$ cat config.mk
export PLATFORM = sky130hd
export DESIGN_NAME = wb_stage
export DESIGN_NICKNAME = d
export VERILOG_FILES = /design/src/rtl/wb_stage_pkg.sv /design/src/rtl/wb_stage_load_align.sv /design/src/rtl/wb_stage.sv
export SDC_FILE = /design/constraint.sdc
export NUM_CORES = 1
export LEC_CHECK = 0
export BUFFER_PORTS_ARGS = -buffer_cell sky130_fd_sc_hd__clkbuf_2
export CORE_MARGIN = 2
export CORE_UTILIZATION = 52
export DETAILED_ROUTE_END_ITERATION = 6
export PLACE_DENSITY = 0.9
export SYNTH_ARGS = -nofsm -noshare
export SYNTH_HDL_FRONTEND = slang
export SYNTH_HIERARCHICAL = 1
export SYNTH_SLANG_ARGS = --single-unit
$ cat constraint.sdc
create_clock -name clk_i -period 3.56 [get_ports clk_i]
set_clock_uncertainty 0.05 [all_clocks]
set_input_delay 0.178 -clock clk_i [delete_from_list [all_inputs] [get_ports clk_i]]
set_output_delay 0.178 -clock clk_i [all_outputs]
set_load 0.1 [all_outputs]
$ cat src/rtl/wb_stage_pkg.sv
// Shared types and constants for the RV32I writeback stage.
package wb_stage_pkg;

    localparam int unsigned WB_DATA_W = 32;
    localparam int unsigned WB_ADDR_W = 5;
    localparam int unsigned WB_CNT_W  = 64;

    typedef enum logic [1:0] {
        WB_ALU  = 2'b00,
        WB_LOAD = 2'b01,
        WB_PC4  = 2'b10,
        WB_IMM  = 2'b11
    } wb_sel_e;

    localparam logic [2:0] F3_LB  = 3'b000;
    localparam logic [2:0] F3_LH  = 3'b001;
    localparam logic [2:0] F3_LW  = 3'b010;
    localparam logic [2:0] F3_LBU = 3'b100;
    localparam logic [2:0] F3_LHU = 3'b101;

    // Contents of the MEM/WB register apart from its valid/done flags.
    typedef struct packed {
        logic                 rd_wr;
        logic [WB_ADDR_W-1:0] rd_addr;
        logic                 misalign;
        logic [WB_DATA_W-1:0] data;
    } mem_wb_t;

    // Zero-extended register-address compare used for the x0 checks.
    function automatic logic is_x0(input logic [WB_ADDR_W-1:0] addr);
        return (addr == '0);
    endfunction

endpackage

$ cat src/rtl/wb_stage_load_align.sv
// Load data formatter: selects byte/half from the raw memory word, extends
// it to 32 bits and flags accesses that cannot retire (misaligned or an
// undefined load funct3).
module wb_stage_load_align
    import wb_stage_pkg::*;
(
    input  logic [2:0]           funct3,
    input  logic [1:0]           byte_off,
    input  logic [WB_DATA_W-1:0] rdata,
    output logic [WB_DATA_W-1:0] data,
    output logic                 misalign
);

    logic [7:0]  byte_sel;
    logic [15:0] half_sel;

    // Lane selection from the effective address low bits.
    always_comb begin
        byte_sel = rdata[8*byte_off +: 8];
        half_sel = byte_off[1] ? rdata[31:16] : rdata[15:0];
    end

    // Extend per load type; anything that cannot retire yields zero data.
    always_comb begin
        data     = '0;
        misalign = 1'b0;
        unique case (funct3)
            F3_LB:  data = {{24{byte_sel[7]}}, byte_sel};
            F3_LBU: data = {24'h0, byte_sel};
            F3_LH: begin
                misalign = byte_off[0];
                data     = {{16{half_sel[15]}}, half_sel};
            end
            F3_LHU: begin
                misalign = byte_off[0];
                data     = {16'h0, half_sel};
            end
            F3_LW: begin
                misalign = (byte_off != 2'b00);
                data     = rdata;
            end
            default: misalign = 1'b1;
        endcase
        if (misalign) begin
            data = '0;
        end
    end

endmodule

$ cat src/rtl/wb_stage.sv
// RV32I writeback stage: MEM/WB register, writeback source select, single
// regfile write per retiring instruction, forwarding view and instret.
module wb_stage
    import wb_stage_pkg::*;
#(
    parameter int unsigned DATA_W = WB_DATA_W,
    parameter int unsigned ADDR_W = WB_ADDR_W,
    parameter int unsigned CNT_W  = WB_CNT_W
) (
    input  logic              clk_i,
    input  logic              rst_ni,
    input  logic              stall_i,
    input  logic              flush_i,
    input  logic              mem_valid_i,
    input  logic              mem_rd_wr_i,
    input  logic [ADDR_W-1:0] mem_rd_addr_i,
    input  logic [1:0]        mem_wb_sel_i,
    input  logic [2:0]        mem_ld_funct3_i,
    input  logic [1:0]        mem_byte_off_i,
    input  logic [DATA_W-1:0] mem_alu_data_i,
    input  logic [DATA_W-1:0] mem_ld_rdata_i,
    input  logic [DATA_W-1:0] mem_pc4_i,
    input  logic [DATA_W-1:0] mem_imm_i,
    output logic              regs_wr_en_o,
    output logic [ADDR_W-1:0] rd_addr_o,
    output logic [DATA_W-1:0] rd_data_o,
    output logic              fwd_valid_o,
    output logic              ld_misalign_o,
    output logic [CNT_W-1:0]  instret_o
);

    logic [DATA_W-1:0] ld_data;
    logic              ld_misalign;
    logic              is_load;
    mem_wb_t           entry_d;
    mem_wb_t           entry_q;
    logic              valid_q;
    logic              done_q;
    logic [CNT_W-1:0]  count_q;
    logic              retire;
    logic              rd_is_x0;

    wb_stage_load_align u_load_align (
        .funct3   (mem_ld_funct3_i),
        .byte_off (mem_byte_off_i),
        .rdata    (mem_ld_rdata_i),
        .data     (ld_data),
        .misalign (ld_misalign)
    );

    // Writeback source select on the MEM side so only the result is registered.
    always_comb begin
        is_load          = (wb_sel_e'(mem_wb_sel_i) == WB_LOAD);
        entry_d.rd_wr    = mem_rd_wr_i;
        entry_d.rd_addr  = mem_rd_addr_i;
        entry_d.misalign = is_load & ld_misalign;
        entry_d.data     = mem_alu_data_i;
        unique case (wb_sel_e'(mem_wb_sel_i))
            WB_ALU:  entry_d.data = mem_alu_data_i;
            WB_LOAD: entry_d.data = ld_data;
            WB_PC4:  entry_d.data = mem_pc4_i;
            WB_IMM:  entry_d.data = mem_imm_i;
            default: entry_d.data = mem_alu_data_i;
        endcase
    end

    // MEM/WB register; a stall freezes everything, including a pending flush.
    always_ff @(posedge clk_i or negedge rst_ni) begin
        if (!rst_ni) begin
            valid_q <= 1'b0;
            done_q  <= 1'b0;
            entry_q <= '0;
        end else if (!stall_i) begin
            valid_q <= mem_valid_i & ~flush_i;
            done_q  <= 1'b0;
            entry_q <= entry_d;
        end else if (valid_q) begin
            done_q  <= 1'b1;
        end
    end

    // The first held cycle of a well-formed entry is the retirement cycle.
    always_comb begin
        rd_is_x0 = is_x0(entry_q.rd_addr);
        retire   = valid_q & ~done_q & ~entry_q.misalign;
    end

    // Retired-instruction counter, free-running modulo 2^CNT_W.
    always_ff @(posedge clk_i or negedge rst_ni) begin
        if (!rst_ni) begin
            count_q <= '0;
        end else if (retire) begin
            count_q <= count_q + 1'b1;
        end
    end

    // Regfile, forwarding and status outputs; instret includes the current retiree.
    always_comb begin
        regs_wr_en_o  = retire & entry_q.rd_wr & ~rd_is_x0;
        fwd_valid_o   = valid_q & entry_q.rd_wr & ~entry_q.misalign & ~rd_is_x0;
        ld_misalign_o = valid_q & entry_q.misalign;
        rd_addr_o     = valid_q ? entry_q.rd_addr : '0;
        rd_data_o     = (valid_q && !rd_is_x0) ? entry_q.data : '0;
        instret_o     = count_q + {{(CNT_W-1){1'b0}}, retire};
    end

endmodule
==> results of run 1 <==
report_power, final:
group | switching [mW] | leakage [nW] | internal [mW] | total (mW)
clock | 0.489 | 0.156 | 0.623 | 1.11
sequential | 0.0766 | 1.39 | 1.28 | 1.36
combinational | 0.682 | 3.23 | 0.294 | 0.976
total | 1.25 | 4.78 | 2.20 | 3.44
state kept, by name, indices dropped and copies added (netlist names):
signal,count
entry_q,39
done_q,1
valid_q,1
count_q,64
layer usage:
layer / vias up / GRT usage (%) / routed length [um]
met4: 0 / 12.7 / 914
met2: 409 / 52.2 / 12200
met5: - / 0 / 0
met3: 64 / 5.58 / 1840
li1: 3140 / - / -
met1: 3509 / 36.9 / 8790
metrics by stage:
step           power, mW  cell area, um2  setup TNS [ns]  utilization [%]
5_1_grt             3.55           10200        -0.00780             70.8
4_1_cts             3.45           10200         -0.0118             70.4
3_5_place_dp        2.35            9800               0             67.9
2_1_floorplan       2.11            7950          -0.586                -
6_report            3.44           10200               0             70.8
3_3_place_gp        2.33            9800               0             67.9
logic make-up (layout without fill, tap and decap cells):
family / after synthesis / in the layout / share of synthesized area, %
and+or+nand+nor: 333 / 333 / 23.4
xor gates and xnor gates: 125 / 125 / 14.4
DFF: 105 / 105 / 34.6
muxes: 87 / 87 / 17.5
buffers and inverters: 67 / 287 / 4.17
AOI/OAI and AO/OA: 56 / 56 / 5.34
adders and majority gates: 3 / 3 / 0.494
worst max-delay path, stage by stage (launching register included):
cell	delay, ns
dfrtp_2	0.42
or3b_1	0.38
inv_1	0.10
ha_1	0.17
ha_1	0.20
nand3_2	0.18
nor2_1	0.21
buf_4	0.18
nand4_1	0.26
nor2_1	0.27
xor2_2	0.21
buf_12	0.20
layout make-up:
class                      count  area [um2]  area share (%)
sequential                   105        2630            25.7
clock buffer                   9         225            2.21
timing repair buffer         264        1930            18.9
clock inverter                 7         103            1.00
tap                          184         230            2.25
multi-input combinational    604        5070            49.7
inverter                       7        26.3           0.257
worst min path at each step:
stage	start	end	slack [ns]	cells past startpoint
after floorplan	rst_ni	count_q[0]	-0.17	0
after global placement	rst_ni	count_q[9]	0.15	1
after detailed placement	rst_ni	count_q[9]	0.16	1
after CTS	mem_rd_addr_i[0]	entry_q[33]	0.005	2
after global routing	mem_rd_addr_i[0]	entry_q[33]	0.0005	2
final	mem_valid_i	valid_q	0.005	3
synth_stat cells (5+ instances only):
| cell type | number | area share [%] |
|---|---|---|
| nand2_1 | 74 | 3.7 |
| nand4_1 | 39 | 3.2 |
| buf_2 | 15 | 0.99 |
| and3_1 | 7 | 0.58 |
| nor2_1 | 66 | 3.3 |
| nor4_1 | 10 | 0.82 |
| a2bb2oi_1 | 7 | 0.81 |
| and2_1 | 41 | 3.4 |
| xnor2_1 | 46 | 5.3 |
| dfrtp_1 | 105 | 35 |
| buf_4 | 6 | 0.59 |
| o32a_1 | 8 | 1.1 |
| nor4_2 | 6 | 0.99 |
| nand2b_1 | 5 | 0.41 |
| nor3_1 | 28 | 1.8 |
| nand3_1 | 28 | 1.8 |
| a21oi_1 | 22 | 1.5 |
| mux2_2 | 38 | 5.6 |
| mux4_2 | 33 | 9.8 |
| inv_1 | 7 | 0.35 |
| clkbuf_1 | 29 | 1.4 |
| nor3_2 | 5 | 0.66 |
| mux2i_1 | 16 | 2.1 |
| xor2_1 | 79 | 9.1 |
| clkbuf_2 | 7 | 0.46 |
| a21oi_2 | 11 | 1.3 |
repair_timing:
item / 4_1_cts / 5_1_grt
hold endpoints to repair: 43 / 0
pin swaps: 0 / 1
hold buffers: 3 / 0
setup endpoints to repair: 1 / 29
gates resized for setup: 0 / 12
==> results.toml, run 1 <==
[worst_setup_path]
rrSetupSlack_ns = 0.99
crit_type = "reg -> out"
worstReg2RegEnd = "count_q[63]"
crit_path_start = "valid_q"
start_kind = "flop"
cp_max_fo = 10
reg2reg_depth = 5
crit_end = "instret_o[50]"
worst_ep_arrival_time_ns = 3.16
cp.required_ns = 3.33
crit_path_end_kind = "output pin"
reg2reg_from = "count_q[19]"

[layout]
diodes = 0
final_common_cell = "clkbuf_2"
drive_gt1_share_pct = 44.1
synthToLayoutAreaGrowth_pct = 34.5
fin_cells = 1180
final_cell_mix = "clkbuf_2 (203), dfrtp_1 (104), nand2_1 (74)"
num-fill-cells = 1093
nNetsFinal = 1140

[cts]
cts_buffers = 9
postCtsSetupBuffers = 0
cts-root-buf = "clkbuf_16"
clockBufferDepth = 2
insertion_delay_ns = 0.36
cts_tree = "done"
clock_sinks = 105
clk_pin_slew_ns = 0.08
h-tree-depth = 3

[timing]
worst_pin_slew_ns = 1.06
fin_crit_ns = 3.39
max_freq_mhz = 295
fin_crit_sh_pct = 95.3
maxSlewViolCount = 0
hold_violations = 0
finalSetupViolations = 0
maxSlewHeadroom_pct = 29.6
whs_ns = 0.00462
setup_slack_ns = 0.167

[place]
port_buffers = 249
dp.cells = 1161
dp_worst_setup_slack_ns = 0.407
hpwl_um = 18600
gp_congestion = 0.967

[floorplan]
initial_utilization_pct = 52.6
die-area_um2 = 15600
fp.coreArea_um2 = 14400
std_cell_rows = 44
io_pins = 250
die_h_um = 125
dieWidth_um = 125

[detailed_routing]
drtIter0Drc = 601
via_count = 7122
wl_um = 23700
ant_nets = 0
post_drt_wl_per_cell_um = 20.1
drt-pass1-iter-count = 5
route.detailed.drc = 0
via_per_inst = 6.04

[synthesis]
syn_nets = 925
yosys_most_used_dff = "dfrtp_1"
synth_seq_area_share_pct = 34.6
synth_cell_types = 49
netlist_area_um2 = 7590
ys_ff_latch = 105
postSynthCellCount = 776
yosysWarnings = 6
ys_async_sr_fraction_pct = 100
synth_edf_count = 0
postSynthAreaPerCell_um2 = 9.78

[run_status]
status = "complete, no violations"

[grt]
grt_max_degree = 44
grt_pass1_wl_um = 37000
antenna_found_initial = 0
grtUsageTotal_pct = 30.1
first_global_vias = 7000
grt_overflow = 0

[run]
max_cap_viol_count = 0

[worst_hold_path]
hp-class = "in -> reg"

[power_and_ir_drop]
powerDensity_nw_per_um2 = 337
leakage_nw = 4.78
ir_drop_v = 0.000252
Power figures use the tool's default switching activity.
==> inputs of run 2 (changes only) <==
BUFFER_PORTS_ARGS = -buffer_cell sky130_fd_sc_hd__buf_2   (was -buffer_cell sky130_fd_sc_hd__clkbuf_2)
==> run 2 against run 1 <==
Against the previous run: clock-buffer cell count is 2 higher; utilization is 0.78 points lower; fmax up 0.56%; combinational power about the same; cell area is 1.1% lower; routed wire length down 0.86%; worst hold slack better by 0.00051 ns; critical path depth unchanged; global-route usage shrank 0.18 points; register-to-register slack better by 0.02 ns; highest routed layer unchanged; via count decreased by 0.38%; final cell count increased by 0.25%.
==> results.toml, run 2 (same netlist as run 1, synthesis figures left out) <==
[cts]
clock_sinks = 105
insertion_delay_ns = 0.36
clockBufferDepth = 2
cts-root-buf = "clkbuf_16"
cts_buffers = 9
cts_tree = "done"
h-tree-depth = 3
clk_pin_slew_ns = 0.07

[run_status]
status = "complete, no violations"

[timing]
setup_slack_ns = 0.186
whs_ns = 0.00512
rsz0062_at_grt = "false"
finalSetupViolations = 0
fin_crit_ns = 3.37
maxSlewHeadroom_pct = 29.7
max_freq_mhz = 296
worst_pin_slew_ns = 1.05
setup_tns_ns = 0
fin_crit_sh_pct = 94.8
hold_violations = 0
maxSlewViolCount = 0

[place]
gp_congestion = 1.02
port_buffers = 249
hpwl_um = 18400
dp_worst_setup_slack_ns = 0.344

[grt]
grt_max_degree = 67
grtUsageTotal_pct = 29.9
antenna_found_initial = 1
grt_overflow = 0
first_global_vias = 7129
grt_pass1_wl_um = 36900

[layout]
final_util_pct = 70.0
nNetsFinal = 1142
largest_reg_flops = 64
final_common_cell = "buf_2"
regMostFlops = "count_q"
drive_gt1_share_pct = 44.4
final_cell_mix = "buf_2 (214), dfrtp_1 (104), nand2_1 (74)"
reg_top3 = "count_q (64), entry_q (39)"
synthToLayoutAreaGrowth_pct = 33.0
num-fill-cells = 1060

[worst_hold_path]
hp-start = "mem_rd_addr_i[3]"
hp-class = "in -> reg"
min_to = "entry_q[36]"
hold_depth = 2

[worst_setup_path]
crit_path_end_kind = "output pin"
worstReg2RegEnd = "count_q[47]"
reg2reg_from = "count_q[19]"
reg2reg_depth = 5
rrSetupSlack_ns = 1.01
start_kind = "flop"
crit_type = "reg -> out"
cp_max_fo = 10
cp.required_ns = 3.33
worst_ep_arrival_time_ns = 3.15

[detailed_routing]
route.detailed.drc = 0
drt-pass1-iter-count = 5
via_count = 7095
post_drt_wl_per_cell_um = 19.9
wl_um = 23500
ant_nets = 0
via_per_inst = 6.00
drtIter0Drc = 673

[floorplan]
dieWidth_um = 125
die_h_um = 125
die-area_um2 = 15600
initial_utilization_pct = 52.6
fp.coreArea_um2 = 14400
std_cell_rows = 44
io_pins = 250

[power_and_ir_drop]
fin_total_pwr_mw = 3.33
ir_drop_v = 0.000253
powerDensity_nw_per_um2 = 330
leakage_nw = 4.76

[run]
max_cap_viol_count = 0
## run 2: per-layer routing
metal	global-route usage (%)	vias to the layer above	part of all wire, %
met5	0	-	0
met4	15.4	0	4.6
met3	3.87	68	7.4
met2	52.2	439	51
met1	36.4	3439	37
li1	-	3149	-
## run 2: layout make-up
cell class              instances  area (um2)  area share [%]
multi-input cells             604        5060            50.1
diodes                          1        2.50          0.0248
repair buffers                266        1850            18.4
flip-flops and latches        105        2630            26.0
clock buffers                  11         243            2.40
well taps                     184         230            2.28
inverters                       7        26.3           0.260
clock inverters                 5        55.1           0.545
## run 2: where the power goes
group / internal [mW] / total (mW) / switching [mW]
clock network: 0.562 / 1.01 / 0.443
registers: 1.28 / 1.36 / 0.0758
logic: 0.292 / 0.974 / 0.682
total: 2.13 / 3.33 / 1.20
## run 2: repair_timing
item,in CTS,in global routing
gates resized for setup,1,13
buffers inserted,0,5
pin swaps,0,2
setup endpoints to repair,1,27
hold endpoints to repair,65,0
hold buffers,2,0
## run 2: critical path: stages (launching register included)
cell and delay [ns]:
dfrtp_2 0.43, or3b_1 0.38, inv_1 0.10, ha_1 0.17, ha_1 0.21, nand3_2 0.17
nor3_4 0.33, buf_4 0.18, nand4_1 0.15, nor2_1 0.22, xor2_2 0.24, buf_12 0.21
## run 2: worst max-delay path by stage
stage / from / endpoint / depth (start not counted)
6_report: valid_q / instret_o[48] / 11
5_1_grt: valid_q / instret_o[48] / 11
4_1_cts: valid_q / instret_o[23] / 9
3_5_place_dp: valid_q / instret_o[56] / 10
3_3_place_gp: valid_q / instret_o[56] / 10
2_1_floorplan: valid_q / instret_o[36] / 10
## run 2: stage by stage
step                cells  instance area [um2]
global route         1183                10100
finish               1183                10100
CTS                  1177                10000
global placement     1159                 9690
floorplan             776                 7950
detailed placement   1159                 9690
